<file path="src/rtl/uart_rx_cfg.sv">
// uart_rx_cfg -- parametrised UART receiver.
//
// Receives asynchronous serial frames (start, DATA_BITS data LSB first,
// optional parity, STOP_BITS stop bits) from uart_rxd and presents each
// completed word in a one-entry output register with a valid/ready handshake.
//
// Ports:
//   clk, rst      system clock, synchronous active-high reset
//   en            receiver enable; low aborts a frame in progress
//   uart_rxd      asynchronous serial input, idle high
//   data          received word
//   data_valid    data/frame_err/parity_err hold a word
//   data_ready    consumer accepts the word when data_valid && data_ready
//   frame_err     held word had a stop bit sampled low
//   parity_err    held word failed the parity check
//   overrun_err   one-cycle pulse when a completed frame is dropped
//   busy          receiver is inside a frame (any state but IDLE)

module uart_rx_cfg #(
    parameter int CLK_DIV     = 434,
    parameter int DATA_BITS   = 8,
    parameter int PARITY      = 0,
    parameter int STOP_BITS   = 1,
    parameter int SYNC_STAGES = 2
) (
    input  logic                 clk,
    input  logic                 rst,
    input  logic                 en,
    input  logic                 uart_rxd,
    output logic [DATA_BITS-1:0] data,
    output logic                 data_valid,
    input  logic                 data_ready,
    output logic                 frame_err,
    output logic                 parity_err,
    output logic                 overrun_err,
    output logic                 busy
);

    localparam int CW = $clog2(CLK_DIV);
    localparam int H  = CLK_DIV / 2;
    localparam logic [CW-1:0] CNT_LAST  = CW'(CLK_DIV - 1);
    localparam logic [CW-1:0] CNT_HALF  = CW'(H - 1);
    localparam logic [3:0]    DATA_LAST = 4'(DATA_BITS - 1);
    localparam logic [3:0]    STOP_LAST = 4'(STOP_BITS - 1);

    typedef enum logic [2:0] {
        IDLE  = 3'd0,
        START = 3'd1,
        DATA  = 3'd2,
        PAR   = 3'd3,
        STOP  = 3'd4
    } state_t;

    state_t                 state, state_next;
    logic [CW-1:0]          cnt, cnt_next;
    logic [3:0]             bitn, bitn_next;
    logic [SYNC_STAGES-1:0] sync;
    logic                   rxs;
    logic [DATA_BITS-1:0]   shreg;
    logic                   ferr_pend, perr_pend;

    logic start_clr;
    logic shift_en;
    logic par_chk;
    logic stop_chk;
    logic frame_done;

    // True when the data bits plus the received parity bit violate the
    // configured parity (odd: total ones must be odd; even: must be even).
    function automatic logic parity_bad(input logic [DATA_BITS-1:0] d,
                                        input logic pbit);
        logic ones_odd;
        ones_odd = (^d) ^ pbit;
        return (PARITY == 1) ? !ones_odd : ones_odd;
    endfunction

    // Input synchroniser: resets to the idle (high) line level.
    always_ff @(posedge clk) begin
        if (rst) begin
            sync <= '1;
        end else begin
            sync <= {sync[SYNC_STAGES-2:0], uart_rxd};
        end
    end

    assign rxs  = sync[SYNC_STAGES-1];
    assign busy = (state != IDLE);

    // State, bit timer and bit index.
    always_ff @(posedge clk) begin
        if (rst) begin
            state     <= IDLE;
            cnt       <= '0;
            bitn      <= '0;
            ferr_pend <= 1'b0;
            perr_pend <= 1'b0;
        end else begin
            state <= state_next;
            cnt   <= cnt_next;
            bitn  <= bitn_next;
            if (start_clr) begin
                ferr_pend <= 1'b0;
                perr_pend <= 1'b0;
            end
            if (par_chk) begin
                perr_pend <= parity_bad(shreg, rxs);
            end
            if (stop_chk && !rxs) begin
                ferr_pend <= 1'b1;
            end
        end
    end

    always_comb begin
        state_next = state;
        cnt_next   = cnt;
        bitn_next  = bitn;
        start_clr  = 1'b0;
        shift_en   = 1'b0;
        par_chk    = 1'b0;
        stop_chk   = 1'b0;
        frame_done = 1'b0;

        if (!en) begin
            // Abort: the partial frame is simply forgotten; pending flags are
            // cleared when the next start bit is seen.
            state_next = IDLE;
            cnt_next   = '0;
            bitn_next  = '0;
        end else begin
            case (state)
                IDLE: begin
                    cnt_next  = '0;
                    bitn_next = '0;
                    if (!rxs) begin
                        state_next = START;
                        start_clr  = 1'b1;
                    end
                end
                START: begin
                    if (cnt == CNT_HALF) begin
                        // Mid start bit: a high line here was a glitch.
                        cnt_next   = '0;
                        bitn_next  = '0;
                        state_next = rxs ? IDLE : DATA;
                    end else begin
                        cnt_next = cnt + 1'b1;
                    end
                end
                DATA: begin
                    if (cnt == CNT_LAST) begin
                        shift_en = 1'b1;
                        cnt_next = '0;
                        if (bitn == DATA_LAST) begin
                            bitn_next  = '0;
                            state_next = (PARITY != 0) ? PAR : STOP;
                        end else begin
                            bitn_next = bitn + 1'b1;
                        end
                    end else begin
                        cnt_next = cnt + 1'b1;
                    end
                end
                PAR: begin
                    if (cnt == CNT_LAST) begin
                        par_chk    = 1'b1;
                        cnt_next   = '0;
                        bitn_next  = '0;
                        state_next = STOP;
                    end else begin
                        cnt_next = cnt + 1'b1;
                    end
                end
                STOP: begin
                    if (cnt == CNT_LAST) begin
                        stop_chk = 1'b1;
                        cnt_next = '0;
                        if (bitn == STOP_LAST) begin
                            // Completing at mid stop bit leaves half a bit of
                            // slack for a following frame's start edge.
                            frame_done = 1'b1;
                            bitn_next  = '0;
                            state_next = IDLE;
                        end else begin
                            bitn_next = bitn + 1'b1;
                        end
                    end else begin
                        cnt_next = cnt + 1'b1;
                    end
                end
                default: begin
                    state_next = IDLE;
                    cnt_next   = '0;
                    bitn_next  = '0;
                end
            endcase
        end
    end

    // Data shift register, LSB first: each new bit enters at the top.
    always_ff @(posedge clk) begin
        if (shift_en) begin
            shreg <= {rxs, shreg[DATA_BITS-1:1]};
        end
    end

    // One-entry output register with overrun detection.
    always_ff @(posedge clk) begin
        if (rst) begin
            data        <= '0;
            data_valid  <= 1'b0;
            frame_err   <= 1'b0;
            parity_err  <= 1'b0;
            overrun_err <= 1'b0;
        end else begin
            overrun_err <= 1'b0;
            if (frame_done) begin
                if (!data_valid || data_ready) begin
                    data       <= shreg;
                    frame_err  <= ferr_pend | !rxs;
                    parity_err <= perr_pend;
                    data_valid <= 1'b1;
                end else begin
                    overrun_err <= 1'b1;
                end
            end else if (data_valid && data_ready) begin
                data_valid <= 1'b0;
            end
        end
    end

endmodule

</file>
<file path="config.mk">
export PLATFORM = sky130hd
export DESIGN_NAME = uart_rx_cfg
export DESIGN_NICKNAME = d
export VERILOG_FILES = /design/src/rtl/uart_rx_cfg.sv
export SDC_FILE = /design/constraint.sdc
export NUM_CORES = 1
export LEC_CHECK = 0
export CAP_MARGIN = 40
export CORE_UTILIZATION = 30
export CTS_CLUSTER_DIAMETER = 120
export DETAILED_ROUTE_END_ITERATION = 8
export PLACE_DENSITY = 0.55
export SLEW_MARGIN = 20
export SYNTH_ARGS = -nofsm -noshare
export SYNTH_HDL_FRONTEND = slang
export SYNTH_SLANG_ARGS = --single-unit
</file>
<file path="constraint.sdc">
create_clock -name clk -period 6.3 [get_ports clk]
set_clock_uncertainty 0.05 [all_clocks]
set_input_delay 0.945 -clock clk [delete_from_list [all_inputs] [get_ports clk]]
set_output_delay 0.945 -clock clk [all_outputs]
set_load 0.02 [all_outputs]
</file>
==> reports/summary.md <==
* complete, no violations — run status
* 1154 — vias in the first global route
* 0.5580 — worst-case headroom to the max-slew limit
* 78.99 µm — overall die width
* 0 — Yosys warning total
* 8 — number of flops mapped to enable cells by yosys
* 27 — cell row count
* sky130_fd_sc_hd__dfxtp_1 (36%), sky130_fd_sc_hd__edfxtp_1 (14%), sky130_fd_sc_hd__mux2i_1 (6.2%) — dominant cells by area after synthesis
* 4 — number of optimization iterations in the first detailed-route pass
* 0.3740 GHz — FMAX
* 0.6590 ns — Worst Tran Pin Value
* 10 — Critical Path Fanout Max
* 264 — Layout Cells excl Fill
* 480.9 µW — post-route total power
* 226.9 nW/µm² — pwr dens
* 0 — number of routed nets with antenna violations
* output pin — capturing element type of the critical path
* sync[0] — HP Start
* 4.591 — vias per cell
* 0 ns — Final TNS setup
* 18 — count of boundary I/O pins
* 40 — number of clock sinks
* 0 — final hold violation count
* no — RSZ-0062 raised after global routing
* 181 — nets in the synthesized netlist
* sky130_fd_sc_hd__dfxtp_1 (32), sky130_fd_sc_hd__nor2_1 (25), sky130_fd_sc_hd__mux2i_1 (11) — top cell types by occurrence after synthesis
* 12.02 µm — wire per inst
* 42 — post-synth cell types
* 0.29 ns — clock insertion delay at the later pin of the skew report
* 6239 µm² — Die Area
* 0 — sum of overflow across all layers after global routing
* 1212 — vias post-DR
* 0.1175 — aggregate global-route resource usage
* 0 — number of cells upsized or downsized after cts
* sky130_fd_sc_hd__dfxtp_1 — biggest area consumer among synthesized cells
* 0 — FFs w/ async S/R, synth
* 40 — number of DRC markers in iteration 0
* 5478 µm — wire length of the first global-routing pass
* 17 — quantity of I/O buffers inserted on ports
* 1778 µm² — post-synthesis instance area
* 10.40 µm² — average cell area after synthesis
* 2 — level count of the clock H-tree
* 5608 µm² — core area
* sky130_fd_sc_hd__dfxtp_1 — main flop type after synthesis
* 2206 µm — post-detailed-placement half-perimeter wirelength
* flip-flop to output pin — Crit Path Class
* 0 — count of buffers added by post-CTS timing repair for setup
* 4.10 ns — r2r setup slk
* state[0] — capture instance of the worst register-to-register path
* 7 — FF-to-FF path depth
* 0 — maxcap violations
* 0 — Inserted Diodes
* sky130_fd_sc_hd__dfxtp_1 — most frequent cell after synthesis
* 2.674 ns — Final Critical Period
* 2 — Longest Clk Path Bufs
* flip-flop — sort of element at the start of the critical path
* 0.3170 — Starting Density
* 5 — number of clock buffers inserted by TritonCTS
* 3173 µm — final wirelength
* 201 — net count of the finished layout
* 2012 µm² — placed instance area
* 0.4954 — Seq/Total Area, Yosys
* 0.07333 mV — worst IR drop on VDD
* 1.68 ns — arrival time worst endpoint
* 0.3629 ns — worst slack on hold paths
* done — clock tree from TritonCTS
* 78.99 µm — Die Y-Extent
* 0 — Hold Buf Count CTS
* 0 — number of antenna violations at the first check in global routing
* 1 — Hold Path Depth
* sync[1] — Endpoint, Worst Hold
* 0 — Max Transition Viols Final
* 19.21% — Layout area overhead
* 0.1198 — fraction of layout cells with a size suffix above 1
* 0 — Setup-failing EPs final
* 0.7623 — routability cong.
* 19 — largest net degree at the start of global routing
* 171 — number of standard cells after synthesis
* 5.30 ns — WP data required
* 587 — fill cell total of the finished layout
* 256 — Placed Instances
* 2120 µm² — summed area of non-filler cells in the final layout
* bitn[0] — launch instance of the worst register-to-register path
* flip-flop to flip-flop — Hold Crit Class
* sky130_fd_sc_hd__clkbuf_8 — cell at the root of the clock tree
* 0.4244 — crit share post-route
* 0.3603 — portion of synthesized cell area occupied by the leading cell type
* 40 — number of storage elements in the synthesis netlist
* 0 — number of remaining DRC errors
* 0.08 ns — clock edge transition at the registers on the reported setup and hold paths
* 0.0007337 µW — static leakage power
per-layer routing:
layer	vias up	routed length [µm]	GRT usage
met2	25	1289	0.1655
met4	0	69	0.05455
met3	6	160	0.04483
li1	629	-	-
met1	552	1654	0.1568
met5	-	0	0
through the flow:
step | worst slack, ns | utilization
global route | 3.550 | 0.3780
floorplan | 4.065 | -
detailed placement | 3.497 | 0.3588
finish | 3.626 | 0.3780
CTS | 3.614 | 0.3780
global placement | 3.281 | 0.3579
final cells by class:
cell class | count | area, µm² | area share
clock buffer | 6 | 72.57 | 0.03424
clock inverter | 2 | 35.03 | 0.01653
multi-input combinational | 119 | 839.6 | 0.3961
inverter | 7 | 26.28 | 0.01240
tap | 72 | 90.09 | 0.04250
sequential | 40 | 880.8 | 0.4156
timing repair buffer | 18 | 175.2 | 0.08264
power breakdown:
| part | leakage, µW | total [µW] | switching (µW) | internal (µW) |
|---|---|---|---|---|
| clock network | 0.0000552 | 209 | 91.2 | 118 |
| registers | 0.000330 | 261 | 0.949 | 260 |
| logic | 0.000349 | 10.7 | 5.53 | 5.12 |
| total | 0.000734 | 481 | 97.7 | 383 |
cells in the final DEF, fill, tap and decap left out, drive strengths merged, types with 3 or more instances in the layout:
cell type      instances
nand2                  6
mux2i                 11
a21oi                  7
ha                     5
dfxtp                 32
clkbuf                 6
nor3b                  3
nand3                  6
inv                    7
nand2b                 5
a211oi                 3
clkdlybuf4s50         17
xor2                   5
and3                   6
nor3                   3
or2                    3
nor2                  25
edfxtp                 8
xnor2                  8
state kept, by name, indices dropped and copies added, names as in the netlist:
register and count:
overrun_err 1, cnt 9, ferr_pend 1, sync 2, data_valid 1, data 8, parity_err 1, frame_err 1
state 3, bitn 4, shreg 8, perr_pend 1
worst max path at each step:
stage               startpoint  endpoint  slack [ns]
floorplan                   en  shreg[0]        4.06
global placement            en  shreg[4]        3.28
detailed placement          en   data[5]        3.50
CTS                   state[0]      busy        3.61
global route          state[0]      busy        3.55
finish                state[0]      busy        3.63
critical path, stage by stage (launching register included):
cell                              delay, ns
sky130_fd_sc_hd__dfxtp_1               0.40
sky130_fd_sc_hd__or3_1                 0.42
sky130_fd_sc_hd__clkdlybuf4s50_1       0.56
cells by family after synthesis:
group	count (synthesis)	synth area share
mux	13	0.07460
simple gates	70	0.2189
flops	40	0.4954
buf+inv	12	0.03237
fa+ha+maj	5	0.03519
xor+xnor	14	0.07671
compound gates	17	0.06686
(Power assumes the default switching activity.)
